**config.mk**
```make
export PLATFORM = sky130hd
export DESIGN_NAME = serial_sub16
export DESIGN_NICKNAME = d
export VERILOG_FILES = /design/src/rtl/serial_sub_pkg.sv /design/src/rtl/full_adder.sv /design/src/rtl/serial_sub16.sv
export SDC_FILE = /design/constraint.sdc
export NUM_CORES = 1
export LEC_CHECK = 0
export CELL_PAD_IN_SITES_DETAIL_PLACEMENT = 0
export CELL_PAD_IN_SITES_GLOBAL_PLACEMENT = 1
export CORE_MARGIN = 5
export CORE_UTILIZATION = 39
export CTS_CLUSTER_DIAMETER = 40
export DETAILED_ROUTE_END_ITERATION = 16
export PLACE_DENSITY_LB_ADDON = 0.25
export SLEW_MARGIN = 40
export SYNTH_ARGS = -nofsm -noshare
export SYNTH_HDL_FRONTEND = slang
export SYNTH_HIERARCHICAL = 1
export SYNTH_SLANG_ARGS = --single-unit
```
**constraint.sdc**
```tcl
create_clock -name Clk -period 1.6 [get_ports Clk]
set_input_delay 0.24 -clock Clk [delete_from_list [all_inputs] [get_ports Clk]]
set_output_delay 0.24 -clock Clk [all_outputs]
set_load 0.005 [all_outputs]
```
**src/rtl/serial_sub_pkg.sv**
```systemverilog
// serial_sub_pkg
// Shared definitions for the bit-serial subtractor: the controller state
// encoding and the default operand width.
package serial_sub_pkg;

    localparam int DEFAULT_WIDTH = 16;

    typedef enum logic [1:0] {
        IDLE  = 2'd0,
        SHIFT = 2'd1,
        DONE  = 2'd2
    } state_t;

endpackage : serial_sub_pkg

```
**src/rtl/full_adder.sv**
```systemverilog
// full_adder
// One-bit full adder used as the serial datapath of serial_sub16.
// Ports:
//   x, y, z : input  addend bits and carry-in
//   s       : output sum bit
//   c       : output carry-out
module full_adder (
    input  logic x,
    input  logic y,
    input  logic z,
    output logic s,
    output logic c
);

    assign s = x ^ y ^ z;
    assign c = (x & y) | (x & z) | (y & z);

endmodule : full_adder

```
**src/rtl/serial_sub16.sv**
```systemverilog
// serial_sub16
// Bit-serial subtractor computing D = A - B (mod 2^WIDTH) one bit per clock,
// LSB first, as A + ~B + 1 through a single full adder.
//
// Ports:
//   Clk       : input  clock, all state changes on the rising edge
//   Reset     : input  synchronous active-high reset, priority over Start
//   Start     : input  level request; accepted only in IDLE
//   A, B      : input  minuend / subtrahend, sampled when Start is accepted
//   D         : output registered difference, updated only on DONE entry
//   Bout      : output registered borrow-out (unsigned A < B)
//   Busy      : output high while in SHIFT
//   Done      : output high while in DONE
//   Ovf       : output signed overflow flag (only with SERIAL_SUB_OVF_EN)
//   dbg_state : output current controller state (IDLE=0, SHIFT=1, DONE=2)
//
// Optional feature macro: SERIAL_SUB_OVF_EN adds the Ovf output and its logic.
//
// Handshake: a new operation starts on an edge where the FSM is in IDLE and
// Start=1. Done then stays high for as long as Start is held; the FSM goes
// back to IDLE on the first edge with Start=0, so each Start assertion yields
// exactly one subtraction.
//
// Timing: Start accepted at edge T, the WIDTH serial steps occur on edges
// T+1..T+WIDTH, and edge T+WIDTH+1 moves to DONE while loading D/Bout.
module serial_sub16
    import serial_sub_pkg::*;
#(
    parameter int WIDTH = DEFAULT_WIDTH
) (
    input  logic             Clk,
    input  logic             Reset,
    input  logic             Start,
    input  logic [WIDTH-1:0] A,
    input  logic [WIDTH-1:0] B,
    output logic [WIDTH-1:0] D,
    output logic             Bout,
    output logic             Busy,
    output logic             Done,
`ifdef SERIAL_SUB_OVF_EN
    output logic             Ovf,
`endif
    output logic [1:0]       dbg_state
);

    localparam int CW = $clog2(WIDTH) + 1;

    state_t           state_q, state_d;
    logic [WIDTH-1:0] a_q, a_d;
    logic [WIDTH-1:0] b_q, b_d;
    logic [WIDTH-1:0] r_q, r_d;
    logic             carry_q, carry_d;
    logic [CW-1:0]    cnt_q, cnt_d;
    logic [WIDTH-1:0] d_q, d_d;
    logic             bout_q, bout_d;
    logic             busy_q, busy_d;
    logic             done_q, done_d;
`ifdef SERIAL_SUB_OVF_EN
    // Operand sign bits are kept aside because the operand registers shift
    // them away during the serial pass.
    logic             a_msb_q, a_msb_d;
    logic             b_msb_q, b_msb_d;
    logic             ovf_q, ovf_d;
`endif

    logic fa_s;
    logic fa_c;

    // Subtraction as A + ~B with the carry register seeded to 1.
    full_adder u_fa (
        .x (a_q[0]),
        .y (~b_q[0]),
        .z (carry_q),
        .s (fa_s),
        .c (fa_c)
    );

    always_comb begin
        state_d = state_q;
        a_d     = a_q;
        b_d     = b_q;
        r_d     = r_q;
        carry_d = carry_q;
        cnt_d   = cnt_q;
        d_d     = d_q;
        bout_d  = bout_q;
`ifdef SERIAL_SUB_OVF_EN
        a_msb_d = a_msb_q;
        b_msb_d = b_msb_q;
        ovf_d   = ovf_q;
`endif

        case (state_q)
            IDLE: begin
                if (Start) begin
                    a_d     = A;
                    b_d     = B;
                    r_d     = '0;
                    carry_d = 1'b1;
                    cnt_d   = '0;
`ifdef SERIAL_SUB_OVF_EN
                    a_msb_d = A[WIDTH-1];
                    b_msb_d = B[WIDTH-1];
`endif
                    state_d = SHIFT;
                end
            end
            SHIFT: begin
                if (cnt_q == CW'(WIDTH)) begin
                    // All bits processed: publish result; a final carry of 0
                    // means the subtraction borrowed.
                    d_d     = r_q;
                    bout_d  = ~carry_q;
`ifdef SERIAL_SUB_OVF_EN
                    ovf_d   = (a_msb_q != b_msb_q) && (r_q[WIDTH-1] != a_msb_q);
`endif
                    state_d = DONE;
                end else begin
                    // Sum bits enter at the MSB so the first (LSB) result bit
                    // ends up at bit 0 after WIDTH shifts.
                    r_d     = {fa_s, r_q[WIDTH-1:1]};
                    carry_d = fa_c;
                    a_d     = {1'b0, a_q[WIDTH-1:1]};
                    b_d     = {1'b0, b_q[WIDTH-1:1]};
                    cnt_d   = cnt_q + CW'(1);
                end
            end
            DONE: begin
                if (!Start) begin
                    state_d = IDLE;
                end
            end
            default: begin
                state_d = IDLE;
            end
        endcase

        busy_d = (state_d == SHIFT);
        done_d = (state_d == DONE);
    end

    always_ff @(posedge Clk) begin
        if (Reset) begin
            state_q <= IDLE;
            a_q     <= '0;
            b_q     <= '0;
            r_q     <= '0;
            carry_q <= 1'b0;
            cnt_q   <= '0;
            d_q     <= '0;
            bout_q  <= 1'b0;
            busy_q  <= 1'b0;
            done_q  <= 1'b0;
`ifdef SERIAL_SUB_OVF_EN
            a_msb_q <= 1'b0;
            b_msb_q <= 1'b0;
            ovf_q   <= 1'b0;
`endif
        end else begin
            state_q <= state_d;
            a_q     <= a_d;
            b_q     <= b_d;
            r_q     <= r_d;
            carry_q <= carry_d;
            cnt_q   <= cnt_d;
            d_q     <= d_d;
            bout_q  <= bout_d;
            busy_q  <= busy_d;
            done_q  <= done_d;
`ifdef SERIAL_SUB_OVF_EN
            a_msb_q <= a_msb_d;
            b_msb_q <= b_msb_d;
            ovf_q   <= ovf_d;
`endif
        end
    end

    assign D         = d_q;
    assign Bout      = bout_q;
    assign Busy      = busy_q;
    assign Done      = done_q;
`ifdef SERIAL_SUB_OVF_EN
    assign Ovf       = ovf_q;
`endif
    assign dbg_state = state_q;

endmodule : serial_sub16

```
---- Word level (Yosys, flattened, before mapping) ----
Index checks and enable logic that the tools add are counted.
storage, ports and cells
  input port bits ......................... 35
  bits in registers ....................... 75
  output and inout bits ................... 21
  logic and storage cells ................. 50
cells by class
  eq/ne operators ......................... 7
  bitwise operators ....................... 9
  reduce and logical (&&, ||, !) cells .... 4
  multiplexer cells ....................... 19
  add/sub/neg operators ................... 1
operators by type and width
  operator             count
  $mux 16              6
  $pmux 16 s2          3
  $mux 5               2
  $pmux 5 s2           1
  $mux 2               3
  $pmux 2 s3           1
  $add 5x1->5 const B  1
  $eq 5x5->1 const B   1
  $eq 2x1->1 const B   2
  $eq 2x2->1 const B   2
  $ne 2x2->1 const B   2
  $and 1x1->1          3
  $reduce_and 3->1     1
  $logic_not 2->1      1
  $mux 1               2
  $not 1->1            2
  $or 1x1->1           2
  $pmux 1 s2           1
  $reduce_and 2->1     1
  $reduce_bool 2->1    1
  $xor 1x1->1          2

---- Longest topological paths before layout ----
Gate-level depths: netlist of run 1.
  word-level depth ........................ 6
  gate-level depth with buffers ........... 7
  mapped depth without buffers ............ 5

---- Modules after synthesis ----
Netlist of run 1, hierarchy kept.
modules (own cells, without submodules)
  module        times used  sequential area each (um^2)  area each (um^2)  cells an instance
  serial_sub16  1           1,501.4                      3,301.9           388
  full_adder    1           0.0                          20.0              1

---- Worst setup path before layout of run 1 ----
No wires, ideal clock.
  path kind ............................... reg2reg
  from .................................... register cnt_q[0]
  to ...................................... register cnt_q[0]
  data required time ...................... 1,513 ps
  path buffers ............................ 1
  stages on the path, launching flop included .. 7
  arrival ................................. 1,342 ps
  period minus slack after synthesis ...... 1,429 ps
  path slack .............................. 171 ps
  library setup time ...................... 87 ps
  path through ............................ dfxtp_1 inv_1 ha_1 and4bb_1 buf_2 or4_1 o31ai_1
between the ends
  word-level cells in the longest chain between the ends .. 3
  elaborated cells between the ends (all ways) .. 6
  classes of those cells .................. add/sub: 1; eq/ne: 2; mux: 2; reduce/logical: 1
RTL lines
  element                                         line                                      RTL
  start: declaration                              serial_sub16.sv:53                        logic [CW-1:0] cnt_q, cnt_d;
  start signal: assignment                        serial_sub16.sv:165                       cnt_q <= cnt_d;
  $add 5x1->5 or $eq 5x5->1 (tied branches)       serial_sub16.sv:125, serial_sub16.sv:109
  $mux 5 or $ne 2x2->1 (tied branches)            --
  $pmux 5 s2 or $reduce_and 3->1 (tied branches)  --
Several ways; a longest one is shown, not always the timed one. The select of a mux whose other input is x is not followed.
A chain may end at the register's enable or synchronous reset.

---- Worst setup path after layout of run 1 ----
  from .................................... register cnt_q[0]
  to ...................................... register bout_q (netlist: Bout)
between the ends
  word-level cells in the longest chain between the ends .. 2
RTL lines
  element                            line                 RTL
  $eq 5x5->1                         serial_sub16.sv:109  if (cnt_q == CW'(WIDTH)) begin
  $reduce_and 2->1 (no source line)  --
  end signal: assignment             serial_sub16.sv:167  bout_q <= bout_d;
  end: declaration                   serial_sub16.sv:55   logic bout_q, bout_d;
No other way between the ends.

==> out/qor.txt, run 1 <==
Outcome = completed
Yosys warning total = 6
Largest net degree at the start of global routing = 46
Vias per cell = 5.70
Fmax = 648 MHz
RSZ-0062 raised after global routing = true
Worst path max stage delay = 320 ps
Critical path arrival = 1780 ps
Detailed Route Iter0 Violations = 168
Drt drc = 0
WL met2 = 4.23 mm
Worst slew pin tran = 322 ps
Slew Limit Fails = 0
Clock tree sinks = 75
PD cells = 974 nW/um^2
Syn Inst Count = 389
RePlAce Congestion = 0.707
Critical path type = reg2reg
Post-CTS Setup Repair Bufs = 0
Required time worst endpoint = 1840 ps
DR top layer = met4
Met3 Wirelength = 387 um
Final net count = 468
DRT Wirelength = 8.63 mm
Total congestion overflow = 0
Core ar. = 8260 sq um
Maximum vdd drop = 0.000516 V
Synthesized cell area = 3320 sq um
Placement Setup Slack = -127 ps
First-pass GRT wire length = 13.8 mm
Post-synth top area cell = dfxtp_1
Critical Path Start Type = flop
Worst Hold Class = in2reg
CP max stage cell = dfxtp_2
Io pins = 56
Antenna violations before repair = 0
Fin crit period = 1540 ps
Full die area = 10,500 sq um
Antenna viol nets, final = 0
Clock input transition at the sequential cells of the worst setup and hold paths = 70 ps
Final setup margin = 57.2 ps
Metal-1 WL = 3.95 mm
Global Route Usage Sum = 0.162
Die Y = 102 um
Clk Latency, worst-skew pair = 350 ps
CTS H-tree depth = 3
Share of cells above drive strength 1 = 0.143
Static Leak = 0.00145 uW
TritonCTS clock tree = yes
Area Overhead vs Synth = 32.6%
Row count = 33
Worst Skew = 13.0 ps
Cts hold-fix bufs = 0
Drt first pass iters = 4
# diodes = 0
CTS buffer count = 9
Starting Density = 0.402
Number of synthesized register bits = 75
Final worst path period share = 0.964
Sequential cell area fraction in the yosys report = 0.452
Final number of setup-violating endpoints = 0
Number of fill cells = 774
Crit path cell chain = inv_1 > ha_2 > and4bb_4 > buf_6 > a21oi_1 > a311oi_1
Fin cells = 539
DIE WIDTH = 102 um
Nature of the critical path endpoint = flop
Max Cap Violations = 0
Worst rel slew slack = 0.785
Fin Hold WS = 283 ps
Main area contributors after synthesis = dfxtp_1 (45%), a311oi_1 (8.2%), nand2_1 (7.3%)
Post-synth top area share = 0.452
Final Util = 0.533
Final Hold Fails = 0
Root buf cell = clkbuf_8
Pwr Total = 4290 uW
CP max FO = 18
Routed vias = 3,072
Syn nets = 427
Routed len/inst = 16.0 um
Cells after DPL = 523
Yosys cell types = 33
Number of global-route vias before repair = 2,894
Final HPWL DP = 5.23 mm
Port-buffer cells = 55
Synth Area per Inst = 8.54 sq um
Longest Clk Path Bufs = 2
[synth_stat cells]
cell / number
a311oi_1: 31
buf_2: 25
nand3b_1: 1
and2b_1: 1
a21oi_1: 41
and4bb_1: 1
a211oi_1: 31
or3_1: 2
a31oi_1: 2
buf_6: 1
o21a_1: 1
buf_4: 6
o21ai_2: 1
nand4bb_1: 1
or4_1: 1
or3b_1: 1
nand2b_1: 1
inv_1: 4
mux2i_1: 1
ha_1: 2
o22ai_1: 1
o31ai_1: 1
nand3_1: 36
o211ai_1: 20
clkbuf_1: 15
nand2_1: 65
clkbuf_2: 1
nor3b_2: 1
fa_1: 1
o32ai_1: 1
dfxtp_1: 75
nand4_1: 1
o21ai_0: 16
[power breakdown]
group | internal [uW] | switching (uW) | leakage [uW]
registers | 1970 | 67.3 | 0.000615
clock network | 907 | 687 | 0.000108
logic | 315 | 342 | 0.000724
total | 3190 | 1100 | 0.00145
[routing by layer]
metal,vias to the layer above,GRT usage
met5,-,0
met4,0,0.0545
met3,4,0.0464
met2,56,0.265
met1,1478,0.206
li1,1534,-
[worst max-delay path: cells and delay by family (launching register included)]
family	cells	cell delay [ps]
AO/OA/AOI/OAI	2	350
flip-flops	1	320
AND/OR/NAND/NOR	1	300
buffers and inverters	2	280
adder cells (fa/ha/maj)	1	180
[path summary, 6_finish.rpt]
| check | startpoint | endpoint | slack [ps] | cells after the start |
|---|---|---|---|---|
| max | cnt_q[0]$_SDFFE_PP0P_ | Bout$_SDFFE_PP0P_ | 60 | 6 |
| min | Reset | dbg_state[1]$_SDFF_PP0_ | 280 | 2 |
| min reg2reg | r_q[14]$_SDFFE_PP0P_ | r_q[13]$_SDFFE_PP0P_ | 470 | 2 |
| max reg2reg | cnt_q[0]$_SDFFE_PP0P_ | Bout$_SDFFE_PP0P_ | 60 | 6 |
[cell families after synthesis]
group           Yosys count  synth area share
compound gates          146             0.298
simple gates            112             0.156
flops                    75             0.452
buf+inv                  52            0.0776
fa+ha+maj                 3            0.0136
mux                       1           0.00301
[state kept, by name, indices dropped and copies added (netlist names)]
register   count
D             16
a_q           16
b_q           16
r_q           16
cnt_q          5
dbg_state      2
Bout           1
Busy           1
Done           1
carry_q        1
[cell usage in the layout, fill, tap and decap left out, drive strengths merged, types with 2 or more instances in the layout]
cell,n
nand3,36
or3,2
o211ai,20
nand2,65
bufinv,2
clkdlybuf4s50,54
clkinv,2
buf,23
a31oi,2
dfxtp,75
ha,2
a211oi,31
a21oi,41
o21ai,17
clkbuf,11
inv,4
a311oi,31
[final cells by class]
class	count	area (sq um)	share of cell area
tap	105	131	0.0298
inverter	4	15.0	0.00341
clock inverter	5	77.6	0.0176
clock buffer	10	138	0.0313
timing repair buffer	78	872	0.198
sequential	75	1510	0.342
multi-input combinational	262	1660	0.378
[per-stage QoR]
stage | instance area, sq um | TNS (ps)
global route | 4400 | -259
CTS | 4290 | 0
global placement | 4070 | -3990
detailed placement | 4070 | -5250
floorplan | 3320 | 0
finish | 4400 | 0
[timing repair]
item	4_1_cts	5_1_grt
gates resized for setup	1	22
pin swaps	0	3
setup endpoints to repair	1	60
gates cloned	0	1
Note: power is estimated with default switching activity, not from simulation.
==> run 2, diff against run 1 <==
--- a/config.mk
+++ b/config.mk
@@ -9,9 +9,10 @@
 export CELL_PAD_IN_SITES_GLOBAL_PLACEMENT = 1
 export CORE_MARGIN = 5
 export CORE_UTILIZATION = 39
-export CTS_CLUSTER_DIAMETER = 40
+export CTS_CLUSTER_DIAMETER = 60
 export DETAILED_ROUTE_END_ITERATION = 16
 export PLACE_DENSITY_LB_ADDON = 0.25
+export REMOVE_ABC_BUFFERS = 1
 export SLEW_MARGIN = 40
 export SYNTH_ARGS = -nofsm -noshare
 export SYNTH_HDL_FRONTEND = slang
==> out/qor.txt, run 2 (synthesis results as in run 1) <==
Routed vias = 3,016 (-1.8%)
Outcome = completed
Final worst path period share = 0.949 (-0.0149)
Final HPWL DP = 5.01 mm (-4.2%)
TritonCTS clock tree = yes
Longest Clk Path Bufs = 2 (unchanged)
RR Startpoint = cnt_q[0]$_SDFFE_PP0P_
Most common cell after layout, fill and taps aside = dfxtp_1
Crit path cell chain = inv_1 > ha_1 > and4bb_2 > buf_12 > a21oi_1 > a311oi_1
Final Util = 0.515 (-0.0183)
Critical Path Start Type = flop
Io pins = 56 (unchanged)
DRT Wirelength = 7.97 mm (-7.6%)
Clk Latency, worst-skew pair = 350 ps (about the same)
Clock input transition at the sequential cells of the worst setup and hold paths = 80 ps (about the same)
Nature of the critical path endpoint = flop
Clock tree sinks = 75 (unchanged)
Required time worst endpoint = 1860 ps (+20 ps)
Final Hold Fails = 0 (unchanged)
Critical path type = reg2reg
CTS buffer count = 9 (unchanged)
RePlAce Congestion = 0.759 (+7.4%)
Largest net degree at the start of global routing = 40 (-13%)
Detailed Route Iter0 Violations = 86 (-49%)
Maximum vdd drop = 0.000481 V (-6.8%)
Worst Setup SP = cnt_q[0]$_SDFFE_PP0P_
Row count = 33 (unchanged)
Total congestion overflow = 0 (unchanged)
Root buf cell = clkbuf_8
Antenna viol nets, final = 0 (unchanged)
CP max FO = 39 (+21)
Reg-to-reg endpoint = Bout$_SDFFE_PP0P_
Share of cells above drive strength 1 = 0.128 (-0.0147)
Flop-to-flop setup slack = 80 ps (+20 ps)
# diodes = 0 (unchanged)
Max Cap Violations = 0 (unchanged)
Global Route Usage Sum = 0.154 (-0.00868)
Static Leak = 0.00140 uW (-3.5%)
Post-CTS Setup Repair Bufs = 0 (unchanged)
Startpoint of the worst hold path = Reset
Starting Density = 0.402 (unchanged)
CTS H-tree depth = 3 (unchanged)
Pwr Total = 3910 uW (-8.8%)
Full die area = 10,500 sq um (unchanged)
Antenna violations before repair = 0 (unchanged)
RSZ-0062 raised after global routing = true
Final net count = 470 (+0.43%)
Drt first pass iters = 6 (+2)
First-pass GRT wire length = 13.0 mm (-5.6%)
Core ar. = 8260 sq um (unchanged)
CP max stage cell = dfxtp_2
Worst reg2reg path depth = 6 (unchanged)
Worst Hold Class = in2reg
Area Overhead vs Synth = 28.0%
WHS Endpoint = dbg_state[0]$_SDFF_PP0_
Worst Skew = 6.80 ps (-6.20 ps)
Worst path max stage delay = 320 ps (about the same)
Die Y = 102 um (unchanged)
Number of global-route vias before repair = 2,886 (-0.28%)
Most frequent cells in the layout = dfxtp_1 (72), nand2_1 (65), clkdlybuf4s50_1 (54)
Routed len/inst = 14.7 um (-8.1%)
PD cells = 920 nW/um^2 (-5.5%)
Fin crit period = 1520 ps (-23.8 ps)
Slew Limit Fails = 0 (unchanged)
DIE WIDTH = 102 um (unchanged)
Worst rel slew slack = 0.728 (-0.0571)
Worst slew pin tran = 408 ps (+85.7 ps)
Vias per cell = 5.56 (-2.4%)
Final number of setup-violating endpoints = 0 (unchanged)
Port-buffer cells = 55 (unchanged)
Hold Path Stages = 2 (unchanged)
Fmax = 658 MHz (+1.6%)
Drt drc = 0 (unchanged)
Critical path arrival = 1780 ps (about the same)
run 2: changes by cell type in the layout (fill, tap and decap cells not counted), moves of 2 or more:
cell and change:
a211oi_1 +8, a211oi_2 -8, buf_4 +8, buf_12 -4, bufinv_16 -2, clkinv_2 +2, clkinv_4 +2
run 2: worst max-delay path by stage:
stage / slack [ps] / endpoint
after floorplan: -1040 / cnt_q[0]$_SDFFE_PP0P_
after global placement: -80 / cnt_q[4]$_SDFFE_PP0P_
after detailed placement: -150 / b_q[4]$_SDFFE_PP0P_
after CTS: 2 / dbg_state[1]
after global routing: -10 / a_q[6]$_SDFFE_PP0P_
final: 80 / Bout$_SDFFE_PP0P_
run 2: metal layers:
| metal | track usage | part of all wire | vias to the layer above | routed length, um |
|---|---|---|---|---|
| met4 | 0.0505 | 0.0066 | 0 | 53 |
| met2 | 0.251 | 0.47 | 69 | 3780 |
| met3 | 0.0539 | 0.048 | 4 | 383 |
| met5 | 0 | 0 | - | 0 |
| met1 | 0.189 | 0.47 | 1410 | 3750 |
| li1 | - | - | 1533 | - |
run 2: cell type report:
type	count	area, sq um
Inverter	4	15.0
Clock inverter	7	45.0
Fill cell	807	4010
Clock buffer	9	124
Tap cell	105	131
Sequential cell	75	1510
Timing Repair Buffer	80	816
Multi-Input combinational cell	262	1620
run 2: power breakdown:
| group | internal [uW] | switching, uW | total (uW) |
|---|---|---|---|
| Clock | 556 | 721 | 1280 |
| Combinational | 284 | 323 | 607 |
| Sequential | 1970 | 59.6 | 2030 |
| Total | 2810 | 1100 | 3910 |
run 2: timing repair:
item,4_1_cts,5_1_grt
gates cloned,0,0
hold buffers,0,0
setup endpoints to repair,1,27
hold endpoints to repair,0,0
resized for setup,1,10
pin swaps,0,2
run 2: per-stage QoR:
stage	setup TNS, ps	instances	area (sq um)	worst slack, ps	hold WS [ps]
floorplan	-73020	341	3080	-1040	309
global placement	-3220	526	4050	-82.5	457
detailed placement	-4390	526	4050	-148	467
CTS	0	542	4220	1.60	116
global route	-15.7	542	4250	-11.6	129
finish	0	542	4250	81.0	138
run 2: critical path, delay by kind of cell (launching register included):
family          cells  cell delay (ps)
flops               1              320
buf+inv             2              290
simple gates        1              320
fa+ha+maj           1              170
compound gates      2              310
==> run 3, diff against run 2 <==
--- a/config.mk
+++ b/config.mk
@@ -7,11 +7,12 @@
 export LEC_CHECK = 0
 export CELL_PAD_IN_SITES_DETAIL_PLACEMENT = 0
 export CELL_PAD_IN_SITES_GLOBAL_PLACEMENT = 1
-export CORE_MARGIN = 5
+export CORE_MARGIN = 8
 export CORE_UTILIZATION = 39
 export CTS_CLUSTER_DIAMETER = 60
 export DETAILED_ROUTE_END_ITERATION = 16
-export PLACE_DENSITY_LB_ADDON = 0.25
+export MAX_ROUTING_LAYER = met4
+export PLACE_DENSITY = 0.87
 export REMOVE_ABC_BUFFERS = 1
 export SLEW_MARGIN = 40
 export SYNTH_ARGS = -nofsm -noshare
==> out/qor.txt, run 3 (synthesis results as in run 1) <==
TritonCTS clock tree = yes
Final worst path period share = 0.965 (+0.0159)
Crit path capture = cnt_q[0]$_SDFFE_PP0P_
Starting Density = 0.402 (unchanged)
Maximum vdd drop = 0.000501 V (+4.2%)
Routed len/inst = 15.2 um (+3.2%)
First-pass GRT wire length = 14.0 mm (+7.8%)
Max Cap Violations = 0 (unchanged)
DRT Wirelength = 8.25 mm (+3.5%)
Nature of the critical path endpoint = flop
Final HPWL DP = 5.19 mm (+3.5%)
Cts hold-fix bufs = 0 (unchanged)
DIE WIDTH = 108 um (+5.9%)
CTS H-tree depth = 3 (unchanged)
Clock input transition at the sequential cells of the worst setup and hold paths = 70 ps (about the same)
Crit path cell chain = inv_1 > ha_2 > and4bb_2 > buf_6 > or4_1 > o31ai_1
Required time worst endpoint = 1860 ps (about the same)
Fin Hold WS = 219 ps (+80.9 ps)
Worst Hold Class = in2reg
Core ar. = 8260 sq um (unchanged)
Worst rel slew slack = 0.812 (+0.0842)
CP max FO = 8 (-79%)
Total congestion overflow = 0 (unchanged)
Die Y = 108 um (+5.9%)
Io pins = 56 (unchanged)
Area Overhead vs Synth = 31.0%
Final number of setup-violating endpoints = 0 (unchanged)
Drt first pass iters = 4 (-2)
Worst reg2reg path depth = 6 (unchanged)
RePlAce Congestion = 0.759 (about the same)
Clk Latency, worst-skew pair = 350 ps (about the same)
Critical Path Start Type = flop
Dpl cell area = 4060 sq um (+0.31%)
PD cells = 944 nW/um^2 (+2.5%)
Flop-to-flop setup slack = 60 ps (-30 ps)
Slew Limit Fails = 0 (unchanged)
Fin crit period = 1540 ps (+25.4 ps)
RSZ-0062 raised after global routing = false
Longest Clk Path Bufs = 2 (unchanged)
Final Hold Fails = 0 (unchanged)
Most common cell after layout, fill and taps aside = dfxtp_1
Outcome = completed
CP Depth = 6 (unchanged)
Row count = 33 (unchanged)
Pwr Total = 4100 uW (+4.9%)
Vias per cell = 5.65 (+1.4%)
# diodes = 0 (unchanged)
Final net count = 473 (+0.64%)
Port-buffer cells = 55 (unchanged)
Final setup margin = 55.6 ps (-25.4 ps)
Worst Setup SP = cnt_q[0]$_SDFFE_PP0P_
Drt drc = 0 (unchanged)
Largest net degree at the start of global routing = 54 (+35%)
Static Leak = 0.00146 uW (+4.3%)
Critical path type = reg2reg
Worst Skew = 4.33 ps (-2.47 ps)
CP max stage cell = or4_1
Detailed Route Iter0 Violations = 164 (+91%)
CP top delay family = simple AND/OR/NAND/NOR gates
Antenna violations before repair = 0 (unchanged)
Worst path max stage delay = 400 ps (+80 ps)
Clock tree sinks = 75 (unchanged)
RR Startpoint = cnt_q[0]$_SDFFE_PP0P_
Reg-to-reg endpoint = cnt_q[0]$_SDFFE_PP0P_
Most frequent cells in the layout = dfxtp_1 (72), nand2_1 (65), clkdlybuf4s50_1 (53)
Root buf cell = clkbuf_8
Full die area = 11,700 sq um (+12%)
Number of global-route vias before repair = 3,062 (+6.1%)
Fin area = 4350 sq um (+2.3%)
Critical path arrival = 1800 ps (+20 ps)
Placement Setup Slack = -122 ps (+26.1 ps)
Final Util = 0.527 (+0.0118)
Share of cells above drive strength 1 = 0.128 (-0.000584)
Global Route Usage Sum = 0.149 (-0.00475)
Routed vias = 3,071 (+1.8%)
Antenna viol nets, final = 0 (unchanged)
CTS buffer count = 9 (unchanged)
Fmax = 647 MHz (-1.6%)
Sum of buffers and inverters on the critical path = 2 (unchanged)
Worst slew pin tran = 281 ps (-126 ps)
==> run 3: per-stage QoR <==
step / instances / setup TNS (ps)
after floorplan: 341 / -73020
after global placement: 526 / -2640
after detailed placement: 526 / -3620
after CTS: 542 / 0
after global routing: 544 / 0
final: 544 / 0
==> run 3: layout make-up <==
cell class | count | area, sq um
fill | 789 | 3910
multi-input combinational | 262 | 1610
sequential | 75 | 1510
timing repair buffer | 83 | 895
clock buffer | 13 | 159
tap | 105 | 131
clock inverter | 2 | 35.0
inverter | 4 | 15.0
==> run 3: repair_timing <==
| item | CTS | global route |
|---|---|---|
| endpoints found under the setup margin | 3 | 40 |
| pin swaps | 1 | 5 |
| buffers inserted | 0 | 1 |
| gates cloned | 1 | 1 |
| gates resized for setup | 4 | 10 |
==> run 3: power breakdown <==
part | total [uW] | internal [uW] | switching (uW)
sequential | 2030 | 1970 | 57.0
clock | 1460 | 797 | 664
combinational | 616 | 290 | 326
total | 4100 | 3060 | 1050
==> run 3: worst min-delay path by stage <==
stage / start / to / slack [ps] / depth (start not counted)
floorplan: Reset / Busy$_SDFF_PP0_ / 310 / 1
global placement: r_q[0]$_SDFFE_PP0P_ / D[0]$_SDFFE_PP0P_ / 460 / 2
detailed placement: r_q[0]$_SDFFE_PP0P_ / D[0]$_SDFFE_PP0P_ / 470 / 2
CTS: Reset / cnt_q[1]$_SDFFE_PP0P_ / 210 / 2
global route: Reset / dbg_state[0]$_SDFF_PP0_ / 220 / 2
finish: Reset / cnt_q[1]$_SDFFE_PP0P_ / 220 / 2
==> run 3: routing by layer <==
metal	share of wire	global-route usage	routed length, um	vias to the layer above
met5	0	-	0	-
met4	0.012	0.0528	95	0
met3	0.056	0.0399	466	10
met2	0.46	0.235	3830	93
met1	0.47	0.179	3860	1431
li1	-	-	-	1537
==> run 3: worst register-to-register path, cell delays in order, from the launching register on <==
cell and delay (ps):
dfxtp_2 330, inv_1 60, ha_2 180, and4bb_2 250, buf_6 160, or4_1 400
o31ai_1 80
